==> src/rtl/fetch_sequencer_if.sv <==
// Fetch-side bundle: instruction-memory request/response plus the execution-stage
// presentation and redirect signals. master = fetch_sequencer, slave = memory/execute side.
interface fetch_sequencer_if;
  logic        imem_req;
  logic [31:0] imem_addr;
  logic        imem_gnt;
  logic        imem_rvalid;
  logic [31:0] imem_rdata;
  logic        ex_ready;
  logic        pc_v_x;
  logic [31:0] pc_x;
  logic [31:0] pc_i;
  logic        inst_v_i;
  logic [31:0] inst_i;

  modport master (
    output imem_req, imem_addr, pc_i, inst_v_i, inst_i,
    input  imem_gnt, imem_rvalid, imem_rdata, ex_ready, pc_v_x, pc_x
  );

  modport slave (
    input  imem_req, imem_addr, pc_i, inst_v_i, inst_i,
    output imem_gnt, imem_rvalid, imem_rdata, ex_ready, pc_v_x, pc_x
  );
endinterface

==> src/rtl/fetch_sequencer.sv <==
// Purpose: sequential instruction fetch with in-order response buffering and branch redirect.
// Latency: instruction presented 2 cycles after its grant at the earliest (no bypass).
// Backpressure: ex_ready holds the FIFO head; fetch stalls once in-flight + buffered reach BUF_DEPTH.

module fetch_fifo #(
  parameter int WIDTH = 32,
  parameter int DEPTH = 2
) (
  input  logic                   clk,
  input  logic                   reset,
  input  logic                   clear,
  input  logic                   push,
  input  logic [WIDTH-1:0]       push_dat,
  input  logic                   pop,
  output logic [WIDTH-1:0]       head_dat,
  output logic [$clog2(DEPTH):0] count
);
  localparam int AW = $clog2(DEPTH);

  logic [WIDTH-1:0] mem [DEPTH];
  logic [AW-1:0]    wr_ptr;
  logic [AW-1:0]    rd_ptr;

  always_ff @(posedge clk or posedge reset) begin
    if (reset) begin
      wr_ptr <= '0;
      rd_ptr <= '0;
      count  <= '0;
    end else if (clear) begin
      wr_ptr <= '0;
      rd_ptr <= '0;
      count  <= '0;
    end else begin
      if (push) wr_ptr <= wr_ptr + AW'(1);
      if (pop)  rd_ptr <= rd_ptr + AW'(1);
      count <= count + (AW+1)'(push) - (AW+1)'(pop);
    end
  end

  // Push and pop on a full FIFO is legal: the head is read before the slot is rewritten.
  always_ff @(posedge clk) begin
    if (push && !clear) mem[wr_ptr] <= push_dat;
  end

  assign head_dat = mem[rd_ptr];

  assert property (@(posedge clk) disable iff (reset)
    !(push && !pop && !clear && count == (AW+1)'(DEPTH)));
  assert property (@(posedge clk) disable iff (reset)
    !(pop && !clear && count == '0));
endmodule

module fetch_sequencer #(
  parameter logic [31:0] RESET_PC  = 32'h0000_0000,
  parameter int          BUF_DEPTH = 2
) (
  input  logic               clk,
  input  logic               reset,
  fetch_sequencer_if.master  bus
);
  localparam int            CW      = $clog2(BUF_DEPTH) + 1;
  localparam logic [CW:0]   DEPTH_W = (CW+1)'(BUF_DEPTH);

  typedef enum logic [1:0] {BOOT, RUN, FLUSH} state_t;

  typedef struct packed {
    logic [31:0] pc;
    logic [31:0] inst;
  } fetch_entry_t;

  state_t       state, state_nxt;
  logic [31:0]  fetch_pc;
  logic [CW-1:0] outstanding;
  logic [CW-1:0] discard, discard_nxt;
  logic [CW-1:0] remaining;
  logic [CW-1:0] fifo_count;
  logic [CW-1:0] pcq_count;
  logic         credit;
  logic         req;
  logic         issue;
  logic         dat_push;
  logic         dat_pop;
  logic         dat_empty;
  logic [31:0]  pcq_head;
  fetch_entry_t push_entry;
  fetch_entry_t head_entry;

  // Reads still owed by memory once this cycle's response (if any) is accounted for.
  assign remaining = outstanding - CW'(bus.imem_rvalid);
  assign credit    = ({1'b0, outstanding} + {1'b0, fifo_count}) < DEPTH_W;
  assign issue     = req && bus.imem_gnt;

  always_comb begin
    discard_nxt = discard;
    if (bus.pc_v_x)
      discard_nxt = remaining;
    else if (bus.imem_rvalid && discard != '0)
      discard_nxt = discard - CW'(1);
  end

  always_comb begin
    state_nxt = state;
    req       = 1'b0;
    case (state)
      BOOT:  state_nxt = RUN;
      RUN: begin
        req = !bus.pc_v_x && credit;
        if (bus.pc_v_x && remaining != '0) state_nxt = FLUSH;
      end
      FLUSH: begin
        if (!bus.pc_v_x && discard_nxt == '0) state_nxt = RUN;
      end
      default: state_nxt = BOOT;
    endcase
  end

  always_ff @(posedge clk or posedge reset) begin
    if (reset) begin
      state       <= BOOT;
      fetch_pc    <= RESET_PC;
      outstanding <= '0;
      discard     <= '0;
    end else begin
      state       <= state_nxt;
      outstanding <= outstanding + CW'(issue) - CW'(bus.imem_rvalid);
      discard     <= discard_nxt;
      if (bus.pc_v_x)
        fetch_pc <= bus.pc_x;
      else if (issue)
        fetch_pc <= fetch_pc + 32'd4;
    end
  end

  assign dat_push   = bus.imem_rvalid && discard == '0 && !bus.pc_v_x;
  assign dat_empty  = fifo_count == '0;
  assign dat_pop    = bus.inst_v_i && bus.ex_ready;
  assign push_entry = '{pc: pcq_head, inst: bus.imem_rdata};

  // Issued addresses, popped in step with accepted responses so each datum gets its PC.
  fetch_fifo #(.WIDTH(32), .DEPTH(BUF_DEPTH)) u_pc_queue (
    .clk      (clk),
    .reset    (reset),
    .clear    (bus.pc_v_x),
    .push     (issue),
    .push_dat (fetch_pc),
    .pop      (dat_push),
    .head_dat (pcq_head),
    .count    (pcq_count)
  );

  fetch_fifo #(.WIDTH($bits(fetch_entry_t)), .DEPTH(BUF_DEPTH)) u_data_fifo (
    .clk      (clk),
    .reset    (reset),
    .clear    (bus.pc_v_x),
    .push     (dat_push),
    .push_dat (push_entry),
    .pop      (dat_pop),
    .head_dat (head_entry),
    .count    (fifo_count)
  );

  assign bus.imem_req  = req;
  assign bus.imem_addr = fetch_pc;
  assign bus.inst_v_i  = !dat_empty && !bus.pc_v_x;
  assign bus.pc_i      = head_entry.pc;
  assign bus.inst_i    = head_entry.inst;

  assert property (@(posedge clk) disable iff (reset)
    !(bus.imem_rvalid && outstanding == '0));
  assert property (@(posedge clk) disable iff (reset)
    !(issue && outstanding == CW'(BUF_DEPTH)));
  assert property (@(posedge clk) disable iff (reset)
    discard <= outstanding);
  assert property (@(posedge clk) disable iff (reset)
    !(dat_push && pcq_count == '0));
endmodule

==> src/flat_wrapper.sv <==
// flat-port wrapper written by rule: the top's interface ports become plain ports
module fetch_sequencer_flat 
#(
  parameter logic [31:0] RESET_PC  = 32'h0000_0000,
  parameter int          BUF_DEPTH = 2
)
  (clk, reset, bus_imem_req, bus_imem_addr, bus_pc_i, bus_inst_v_i, bus_inst_i, bus_imem_gnt, bus_imem_rvalid, bus_imem_rdata, bus_ex_ready, bus_pc_v_x, bus_pc_x);
  fetch_sequencer_if bus_i ();
  input  logic clk;
  input  logic reset;
  output wire logic [$bits(bus_i.imem_req)-1:0] bus_imem_req;
  output wire logic [$bits(bus_i.imem_addr)-1:0] bus_imem_addr;
  output wire logic [$bits(bus_i.pc_i)-1:0] bus_pc_i;
  output wire logic [$bits(bus_i.inst_v_i)-1:0] bus_inst_v_i;
  output wire logic [$bits(bus_i.inst_i)-1:0] bus_inst_i;
  input wire logic [$bits(bus_i.imem_gnt)-1:0] bus_imem_gnt;
  input wire logic [$bits(bus_i.imem_rvalid)-1:0] bus_imem_rvalid;
  input wire logic [$bits(bus_i.imem_rdata)-1:0] bus_imem_rdata;
  input wire logic [$bits(bus_i.ex_ready)-1:0] bus_ex_ready;
  input wire logic [$bits(bus_i.pc_v_x)-1:0] bus_pc_v_x;
  input wire logic [$bits(bus_i.pc_x)-1:0] bus_pc_x;
  assign bus_imem_req = bus_i.imem_req;
  assign bus_imem_addr = bus_i.imem_addr;
  assign bus_pc_i = bus_i.pc_i;
  assign bus_inst_v_i = bus_i.inst_v_i;
  assign bus_inst_i = bus_i.inst_i;
  assign bus_i.imem_gnt = bus_imem_gnt;
  assign bus_i.imem_rvalid = bus_imem_rvalid;
  assign bus_i.imem_rdata = bus_imem_rdata;
  assign bus_i.ex_ready = bus_ex_ready;
  assign bus_i.pc_v_x = bus_pc_v_x;
  assign bus_i.pc_x = bus_pc_x;
  fetch_sequencer #(.RESET_PC(RESET_PC), .BUF_DEPTH(BUF_DEPTH)) u_core (.clk(clk), .reset(reset), .bus(bus_i));
endmodule
==> config.mk <==
export PLATFORM = sky130hd
export DESIGN_NAME = fetch_sequencer_flat
export DESIGN_NICKNAME = d
export VERILOG_FILES = /design/src/rtl/fetch_sequencer_if.sv /design/src/rtl/fetch_sequencer.sv /design/src/flat_wrapper.sv
export SDC_FILE = /design/constraint.sdc
export NUM_CORES = 1
export LEC_CHECK = 0
export CORE_ASPECT_RATIO = 0.5
export CORE_MARGIN = 5
export CORE_UTILIZATION = 53
export DETAILED_ROUTE_END_ITERATION = 12
export GPL_ROUTABILITY_DRIVEN = 0
export PLACE_DENSITY_LB_ADDON = 0.15
export SETUP_SLACK_MARGIN = 0.3
export SYNTH_ARGS = -nofsm -noshare
export SYNTH_HDL_FRONTEND = slang
export SYNTH_SLANG_ARGS = --single-unit
==> constraint.sdc <==
create_clock -name clk -period 5.94 [get_ports clk]
set_clock_uncertainty 0.1 [all_clocks]
set_input_delay 1.188 -clock clk [delete_from_list [all_inputs] [get_ports clk]]
set_output_delay 1.188 -clock clk [all_outputs]
set_load 0.01 [all_outputs]
== Word-level counts from Yosys, hierarchy flattened ==
Memory sizes are Yosys's and may differ from the RTL's.
Index checks and enable logic that the tools add are counted.

* Register bits after elaboration: 44
* Memory bits (writable): 192
* Input port bits: 70
* Output and inout port bits: 98
* Logic and storage cells: 72
* Memories kept: 2

{| class="wikitable"
|+ Memories
! name !! words !! width !! read ports !! clocked after memory_dff !! wr ports !! RTL line !! text
|-
| u_core.u_data_fifo.mem || 2 || 64 || 1 || 0 || 1 || fetch_sequencer.sv:20 || <nowiki>logic [WIDTH-1:0] mem [DEPTH];</nowiki>
|-
| u_core.u_pc_queue.mem || 2 || 32 || 1 || 0 || 1 || fetch_sequencer.sv:20 ||
|}

* $add $sub $neg: 12
* $lt $le $gt $ge: 1
* Eq/ne operators: 4
* Multiplexer cells: 21
* Reductions and logical operators: 23

{| class="wikitable"
|+ Operators with widths
! kind !! count
|-
| 32-bit two-way mux || 2
|-
| 32-bit by 3-bit adder with 32-bit output, second input constant || 1
|-
| 1-bit two-way mux || 13
|-
| 1-bit logical AND || 11
|-
| 2-bit two-way mux || 5
|-
| 2-bit nonzero test || 5
|-
| 2-bit logical NOT || 4
|-
| 2-bit one-hot mux with 3 select lines || 1
|-
| 2-bit by 1-bit subtractor with 2-bit output || 3
|-
| 1-bit adder, second input constant || 4
|-
| 2-bit by 1-bit adder with 2-bit output || 2
|-
| 2-bit by 1-bit != test with 1-bit output, second input constant || 2
|-
| 2-bit by 2-bit adder with 3-bit output || 1
|-
| 3-bit by 2-bit less-than comparator with 1-bit output, second input constant || 1
|-
| 2-bit by 1-bit == test with 1-bit output, second input constant || 1
|-
| 2-bit == test, second input constant || 1
|-
| 1-bit logical NOT || 2
|-
| 2-bit AND reduction || 1
|-
| 2-bit by 1-bit subtractor with 2-bit output, second input constant || 1
|}

== Logic depth before layout (Yosys ltp) ==
Gate-level depths: netlist of the first run.

* Depth in word-level cells: 8
* Mapped depth: 10
* Depth with buffers taken out: 9

== Cells and area by module ==
Synthesis of the first run repeated with hierarchy kept, for this count alone.

* Cell total of the unflattened synthesis: 601
* Area total of the unflattened synthesis: 10015.9 um2

{| class="wikitable"
|+ Modules (own cells, without submodules)
! module !! instances !! cells an instance !! area each (um2) !! sequential area each (um2)
|-
| fetch_fifo (u_core.u_data_fifo) || 1 || 217 || 5034.8 || 3943.8
|-
| fetch_fifo (u_core.u_pc_queue) || 1 || 118 || 2672.6 || 2021.9
|-
| fetch_sequencer || 1 || 266 || 2308.5 || 950.9
|}

== Worst setup path after synthesis of the first run ==
No wires, ideal clock.

* Path kind: input to register
* From: in bus_pc_v_x
* To: mem u_core.u_data_fifo.mem[0][0] (netlist name), enable pin
* Library setup time: 486 ps
* Arrival: 4546 ps
* Required time: 5354 ps
* Path slack: 808 ps
* Stages on the path: 4
* Buffers on the path: 2
* Cells stage by stage: buf_2 buf_1 or2_2 nor2_1

* Cells in the longest elaborated chain, start to end: 5

{| class="wikitable"
|+ Ends and longest elaborated chain
! item !! RTL line !! text
|-
| start: declaration || flat_wrapper.sv:20 || <nowiki>input wire logic [$bits(bus_i.pc_v_x)-1:0] bus_pc_v_x;</nowiki>
|-
| 1-bit logical NOT (*) || fetch_sequencer.sv:42, fetch_sequencer.sv:134 ||
|-
| 1-bit logical AND || fetch_sequencer.sv:134 || <nowiki>assign dat_push = bus.imem_rvalid && discard == '0 && !bus.pc_v_x;</nowiki>
|-
| 1-bit logical AND (*) || fetch_sequencer.sv:42 || <nowiki>if (push && !clear) mem[wr_ptr] <= push_dat;</nowiki>
|-
| 1-bit two-way mux (*) || fetch_sequencer.sv:42 ||
|-
| 1-bit two-way mux (implied by the code) (*) || fetch_sequencer.sv:42 ||
|-
| end: declaration || fetch_sequencer.sv:20 ||
|}

Mark *: on every way between the ends. The rest lies on a longest branch, timed or not.

== Worst setup path in the final report of the first run ==
* From: reg u_core.u_data_fifo.rd_ptr
* To: out bus_inst_i[28]

* Cells in the longest elaborated chain, start to end: 1

{| class="wikitable"
|+ Ends and longest elaborated chain
! item !! RTL line !! text
|-
| start: declaration || fetch_sequencer.sv:22 || <nowiki>logic [AW-1:0] rd_ptr;</nowiki>
|-
| start signal: assignment || fetch_sequencer.sv:35 || <nowiki>if (pop) rd_ptr <= rd_ptr + AW'(1);</nowiki>
|-
| memory 2 x 64 bit || - ||
|-
| end: declaration || flat_wrapper.sv:15 || <nowiki>output wire logic [$bits(bus_i.inst_i)-1:0] bus_inst_i;</nowiki>
|}

No other way between the ends.

==> results of run 1 <==
## power breakdown
| part | internal (mW) | switching [mW] |
|---|---|---|
| combinational | 0.423 | 0.354 |
| sequential | 1.97 | 0.130 |
| clock | 0.702 | 0.576 |
## cell families after synthesis
logic type	after synthesis	synth area share, %
compound gates	64	4.75
buf+inv	37	1.67
xor+xnor	7	0.649
fa+ha+maj	7	1.01
simple gates	128	7.31
flops	236	72.6
mux	101	12.0
## registers in the layout, summed over array words and instances, names as in the netlist
register,flops
u_core.bus.imem_addr,32
u_core.discard,2
u_core.outstanding,2
u_core.state,2
u_core.u_data_fifo.count,2
u_core.u_data_fifo.mem,128
u_core.u_data_fifo.rd_ptr,1
u_core.u_data_fifo.wr_ptr,1
u_core.u_pc_queue.mem,64
u_core.u_pc_queue.rd_ptr,1
u_core.u_pc_queue.wr_ptr,1
## area by class of cell
cell class / count / area [um^2]
clock inverters: 12 / 93.8
inverters: 12 / 50.0
multi-input cells: 307 / 2450
flip-flops and latches: 236 / 6870
well taps: 234 / 293
fillers: 1215 / 5410
clock buffers: 26 / 544
repair buffers: 172 / 1730
## synthesized netlist by cell type, drive strengths merged
master	instances	area, um^2
mux2i	3	30.0
a32oi	1	8.76
xor2	2	17.5
mux2	98	1100
o211ai	4	30.0
nor3b	1	7.51
a41oi	1	8.76
ha	6	75.1
a31oi	1	6.26
or3	2	12.5
fa	1	20.0
nand2b	4	25.0
nand3	11	60.1
o21ai	23	115
xnor2	5	43.8
a221o	6	60.1
dfrtp	44	1100
nor2	19	73.8
edfxtp	192	5770
and3	10	62.6
nand2	41	156
nor4b	1	23.8
inv	11	41.3
a21o	6	45.0
nor4	1	6.26
a21oi	3	15.0
clkbuf	12	45.0
or2	1	6.26
nor2b	14	87.6
o2bb2ai	2	17.5
and2	4	25.0
a21boi	1	7.51
nor3	3	15.0
nand3b	5	37.5
o311ai	12	105
buf	13	62.6
and4	3	26.3
clkinv	1	8.76
o31ai	4	30.0
nand4	8	65.1
## critical path, delay by kind of cell (launching register included)
family	cells	cell delay (ps)
flip-flops	1	1050
multiplexers	1	400
buffers and inverters	2	930
## path summary, 6_finish.rpt
check | slack, ps | cells after the start | to
max reg2reg | 2590 | 5 | u_core.u_pc_queue.mem[0][16]$_DFFE_PP_
min in group asynchronous | 1140 | 2 | u_core.bus.imem_addr[22]$_DFFE_PP0P_
min reg2reg | 390 | 1 | u_core.state[1]$_DFFE_PP0P_
min | 390 | 1 | u_core.state[1]$_DFFE_PP0P_
max | 1720 | 3 | bus_inst_i[28]
max in group asynchronous | 3930 | 2 | u_core.u_data_fifo.rd_ptr$_DFFE_PP0P_
## per-layer routing
metal / GRT usage (%) / vias up / wire [um]
li1: - / 2562 / -
met1: 28.7 / 2786 / 9200
met2: 29.5 / 186 / 9220
met3: 3.33 / 22 / 1170
met5: 0 / - / 0
met4: 3.85 / 0 / 302
==> summary.md, run 1 <==
| Metric | Value |
|---|---|
| Worst path required time | `4650 ps` |
| Hold WS | `approximately 390 ps` |
| Number of synthesized register bits | `236` |
| Via count | `5,556` |
| P per Cell Area | `346 nW/um^2` |
| Max frequency | `about 240 MHz` |
| Period utilisation layout | `~71%` |
| Min-delay src | `u_core.state[0]$_DFFE_PP0P_` |
| Status | `finished, final reports clean` |
| Reg2reg start | `u_core.outstanding[0]$_DFF_PP0_` |
| DR WL/cell | `roughly 20 um` |
| Max Slew Vio Count | `0` |
| Final ANT Viol Nets | `0` |
| First-pass GRT wire length | `~31,000 um` |
| Synth warnings | `0` |
| Post-Layout Cell Count | `between 900 and 1,000` |
| Port-buffer cells | `around 170` |
| Largest net degree at the start of global routing | `46` |
| Vias in the first global route | `between 5,000 and 6,000` |
| Std-Cell Rows | `34` |
| Final Instance Area | `between 10,000 and 15,000 um^2` |
| Worst-path clk slew | `60 ps` |
| CP max stage cell | `dfrtp_2` |
| Most common cell after layout, fill and taps aside | `edfxtp_1` |
| Hold buffers post-CTS | `0` |
| GRT Overall Usage | `a little under a fifth` |
| Worst setup startpoint | `u_core.u_data_fifo.rd_ptr$_DFFE_PP0P_` |
| Final min period | `about 4200 ps` |
| CP arrival | `2930 ps` |
| Nets | `approximately 830` |
| Leakage power | `approximately 4.2 nW` |
| Worst-Skew Late Latency | `roughly 500 ps` |
| Post-Syn Instances | `580` |
| Total setup buffers inserted after CTS | `0` |
| RSZ-0062 raised after global routing | `false` |
| Critical Path Source Type | `flop` |
| Total CTS buffers | `21` |
| Die ar. | `between 20,000 and 25,000 um^2` |
| CP Class | `flop to output port` |
| DP HPWL | `approximately 13,000 um` |
| Post-Place Cells | `around 960` |
| Worst-Margin Slew | `approximately 1100 ps` |
| Top-level I/O count | `roughly 170` |
| Sink Count | `between 200 and 250` |
| Setup WS post-layout | `1720 ps` |
| 1st-iter DRT viols | `about 370` |
| CTS tree | `built` |
| Drc violations | `0` |
| Pwr Total | `a little over 4 mW` |
| Drt first pass iters | `5` |
| Final hold vios | `0` |
| CORE AREA | `17,400 um^2` |
| Share of post-route cells with drive strength above 1 | `about a fifth` |
| Vert. Die Dim | `approximately 100 um` |
| Synthesis-to-layout area growth | `27.3%` |
| Crit-path max cell delay | `approximately 1100 ps` |
| Total grt overflow | `0` |
| Yosys cell types | `46` |
| Slew HR | `between 20 and 30%` |
| Most frequent cells in the layout | `edfxtp_1 (192), clkdlybuf4s50_1 (166), mux2_2 (98)` |
| Total Negative Setup Slacks | `0 ps` |
| Worst path cell trace | `buf_4, mux2_2, clkdlybuf4s50_1` |
| Critical Path End Type | `output port` |
| Die W | `199 um` |
| Hold WC Path Type | `flop to flop` |
| Post-Syn Area | `9450 um^2` |
| Root Buffer | `clkbuf_16` |
| Mean Syn Cell Area | `about 16 um^2` |
| DP Area | `roughly 11,000 um^2` |
| Fin util | `a little under 70%` |
| Worst-path maximum fanout | `45` |
| Endpoints failing setup | `0` |
| Max cap viols | `0` |
| Diode count | `0` |
| # H-tree levels | `1` |
| Pre-CTS WS | `between 1500 and 2000 ps` |
| Initial antenna violation count | `0` |
| Max VDD drop | `approximately 200 uV` |
| Maximum buffer depth of the clock tree | `3` |
| Syn nets | `approximately 660` |
| Drt via density | `roughly 5.6` |
| Drt total wl | `between 15,000 and 20,000 um` |
| Post_cts resized | `0` |
| Register area share after synthesis | `72.6%` |
| Initial Utilization | `54.2%` |
(Power assumes the default switching activity.)
==> run 2: changes to the inputs <==
--- a/config.mk
+++ b/config.mk
@@ -7,7 +7,7 @@
 export LEC_CHECK = 0
 export CORE_ASPECT_RATIO = 0.5
 export CORE_MARGIN = 5
-export CORE_UTILIZATION = 53
+export CORE_UTILIZATION = 47
 export DETAILED_ROUTE_END_ITERATION = 12
 export GPL_ROUTABILITY_DRIVEN = 0
 export PLACE_DENSITY_LB_ADDON = 0.15
==> constraint.sdc (replaced) <==
create_clock -name clk -period 3.65 [get_ports clk]
set_clock_uncertainty 0.1 [all_clocks]
set_input_delay 0.73 -clock clk [delete_from_list [all_inputs] [get_ports clk]]
set_output_delay 0.73 -clock clk [all_outputs]
set_load 0.01 [all_outputs]
==> run 2 against run 1 <==
Critical path type unchanged; largest cell class unchanged; register-to-register slack got worse by 1800 ps; worst setup slack got worse by 1300 ps; global-route usage decreased by 1.4 points; final cell count increased by 3.7%; clock power increased by 72%; core utilization decreased by 6.9 points; clock-buffer cell count decreased by 1; sequential power increased by 61%; routed wire length increased by 3.8%; highest routed layer unchanged; final area increased by 1.0%; flip-flop and latch count unchanged.
==> summary.md, run 2 (synthesized netlist as in run 1, its figures left out) <==
| Metric | Value |
|---|---|
| Synthesis-to-layout area growth | `28.6%` |
| Initial Utilization | `48.3% (-6.0 points)` |
| Worst-path maximum fanout | `47 (+4.4%)` |
| Levels on crit path | `3 (unchanged)` |
| First-pass GRT wire length | `31,700 um (+2.3%)` |
| Largest net degree at the start of global routing | `65 (+41%)` |
| WP buf/inv | `2 (unchanged)` |
| Drt via density | `5.29 (-4.8%)` |
| Diode count | `0 (unchanged)` |
| CP top delay family | `buffers and inverters` |
| CP Class | `flop to output port` |
| Max Slew Vio Count | `0 (unchanged)` |
| Hold WS | `390 ps (+1.08 ps)` |
| Hold WC Path Type | `flop to flop` |
| Final ANT Viol Nets | `0 (unchanged)` |
| Most common cell after layout, fill and taps aside | `edfxtp_1` |
| Drt first pass iters | `5 (unchanged)` |
| CORE AREA | `19,600 um^2 (+12%)` |
| Top-level I/O count | `168 (unchanged)` |
| Worst path cell trace | `buf_4, mux2_2, clkdlybuf4s50_1` |
| DP HPWL | `13,300 um (+0.90%)` |
| Total Negative Setup Slacks | `0 ps (unchanged)` |
| P per Cell Area | `568 nW/um^2 (+64%)` |
| Pre-CTS WS | `690 ps (-1200 ps)` |
| Period utilisation layout | `87.2%` |
| RSZ-0062 raised after global routing | `false` |
| Worst-path clk slew | `70 ps (about the same)` |
| Vert. Die Dim | `110 um (+5.6%)` |
| Most frequent cells in the layout | `edfxtp_1 (192), clkdlybuf4s50_1 (165), mux2_2 (98)` |
| Leakage power | `4.27 nW (+1.6%)` |
| Crit-path max cell delay | `520 ps (-530 ps)` |
| Sink Count | `236 (unchanged)` |
| Setup WS post-layout | `466 ps (-1250 ps)` |
| Status | `finished, final reports clean` |
| Nets | `833 (+0.73%)` |
| Worst path required time | `2820 ps (-1830 ps)` |
| Share of post-route cells with drive strength above 1 | `20.0% (+0.78 points)` |
| Fin util | `62.0% (-6.9 points)` |
| Critical Path Source Type | `flop` |
| 1st-iter DRT viols | `347 (-7.2%)` |
| Final min period | `approximately 3200 ps` |
| Max VDD drop | `279 uV (+43%)` |
| Max frequency | `between 300 and 400 MHz` |
| Root Buffer | `clkbuf_16` |
| Drc violations | `0 (unchanged)` |
| Max cap viols | `0 (unchanged)` |
| GRT Overall Usage | `17.6% (-1.4 points)` |
| Maximum buffer depth of the clock tree | `3 (unchanged)` |
| Die W | `211 um (+5.9%)` |
| CP max stage cell | `clkdlybuf4s50_1` |
| Worst-Margin Slew | `825 ps (-247 ps)` |
| Hold buffers post-CTS | `0 (unchanged)` |
| Total grt overflow | `0 (unchanged)` |
| Final hold vios | `0 (unchanged)` |
| Worst-Skew Late Latency | `490 ps (-20 ps)` |
| # H-tree levels | `1 (unchanged)` |
| Std-Cell Rows | `36 (+5.9%)` |
| Port-buffer cells | `167 (unchanged)` |
| Drt total wl | `20,600 um (+3.8%)` |
| Max FFs per register | `128 (unchanged)` |
| Biggest register | `u_core.u_data_fifo.mem` |
| Total CTS buffers | `21 (unchanged)` |
| Endpoints failing setup | `0 (unchanged)` |
| Via count | `5,484 (-1.3%)` |
| Initial antenna violation count | `0 (unchanged)` |
| Die ar. | `23,200 um^2 (+12%)` |
| Vias in the first global route | `5,613 (+2.2%)` |
| FF-to-FF path depth | `9 (+4)` |
| Slew HR | `44.8% (+16 points)` |
| DR WL/cell | `19.9 um (about the same)` |
| CP arrival | `2350 ps (-580 ps)` |
| Hold path depth | `1 (unchanged)` |
| CTS tree | `built` |
| Critical Path End Type | `output port` |
run 2: path summary, 6_finish.rpt:
| check | slack (ps) | startpoint | end |
|---|---|---|---|
| min in group asynchronous | 530 | reset | u_core.outstanding[1]$_DFF_PP0_ |
| worst max register to register | 820 | u_core.u_data_fifo.count[0]$_DFF_PP0_ | u_core.bus.imem_addr[7]$_DFFE_PP0P_ |
| worst min register to register | 390 | u_core.state[0]$_DFFE_PP0P_ | u_core.state[1]$_DFFE_PP0P_ |
| max in group asynchronous | 2190 | reset | u_core.state[1]$_DFFE_PP0P_ |
| worst min-delay path | 390 | u_core.state[0]$_DFFE_PP0P_ | u_core.state[1]$_DFFE_PP0P_ |
| worst max-delay path | 470 | u_core.u_data_fifo.rd_ptr$_DFFE_PP0P_ | bus_pc_i[0] |
run 2: power breakdown:
group	switching, mW	internal [mW]
clock network	0.927	1.27
registers	0.166	3.21
logic	0.624	0.700
run 2: layer usage:
| layer | global-route usage [%] | vias up | wire length, um |
|---|---|---|---|
| li1 | - | 2572 | - |
| met1 | 24.5 | 2768 | 9380 |
| met4 | 3.05 | 0 | 198 |
| met3 | 3.17 | 15 | 961 |
| met5 | 0 | - | 0 |
| met2 | 30.1 | 129 | 10100 |
run 2: metrics by stage:
stage / power (mW) / cells / cell area [um^2]
2_1_floorplan: 4.12 / 580 / 9460
3_3_place_gp: 4.74 / 998 / 11500
3_5_place_dp: 4.76 / 998 / 11500
4_1_cts: 6.98 / 1036 / 12200
5_1_grt: 7.21 / 1036 / 12200
6_report: 6.90 / 1036 / 12200
run 2: layout make-up:
class / count / area (um^2)
well taps: 266 / 333
repair buffers: 178 / 1780
inverters: 12 / 50.0
flip-flops and latches: 236 / 6870
clock inverters: 12 / 135
clock buffers: 25 / 541
fillers: 1515 / 7440
multi-input cells: 307 / 2450
run 2: what timing repair did:
item | in CTS | in global routing
endpoints found under the setup margin | 1 | 1
pin swaps | 1 | 0
setup buffers | 1 | 0
gates resized for setup | 0 | 1
hold endpoints to repair | 0 | 0
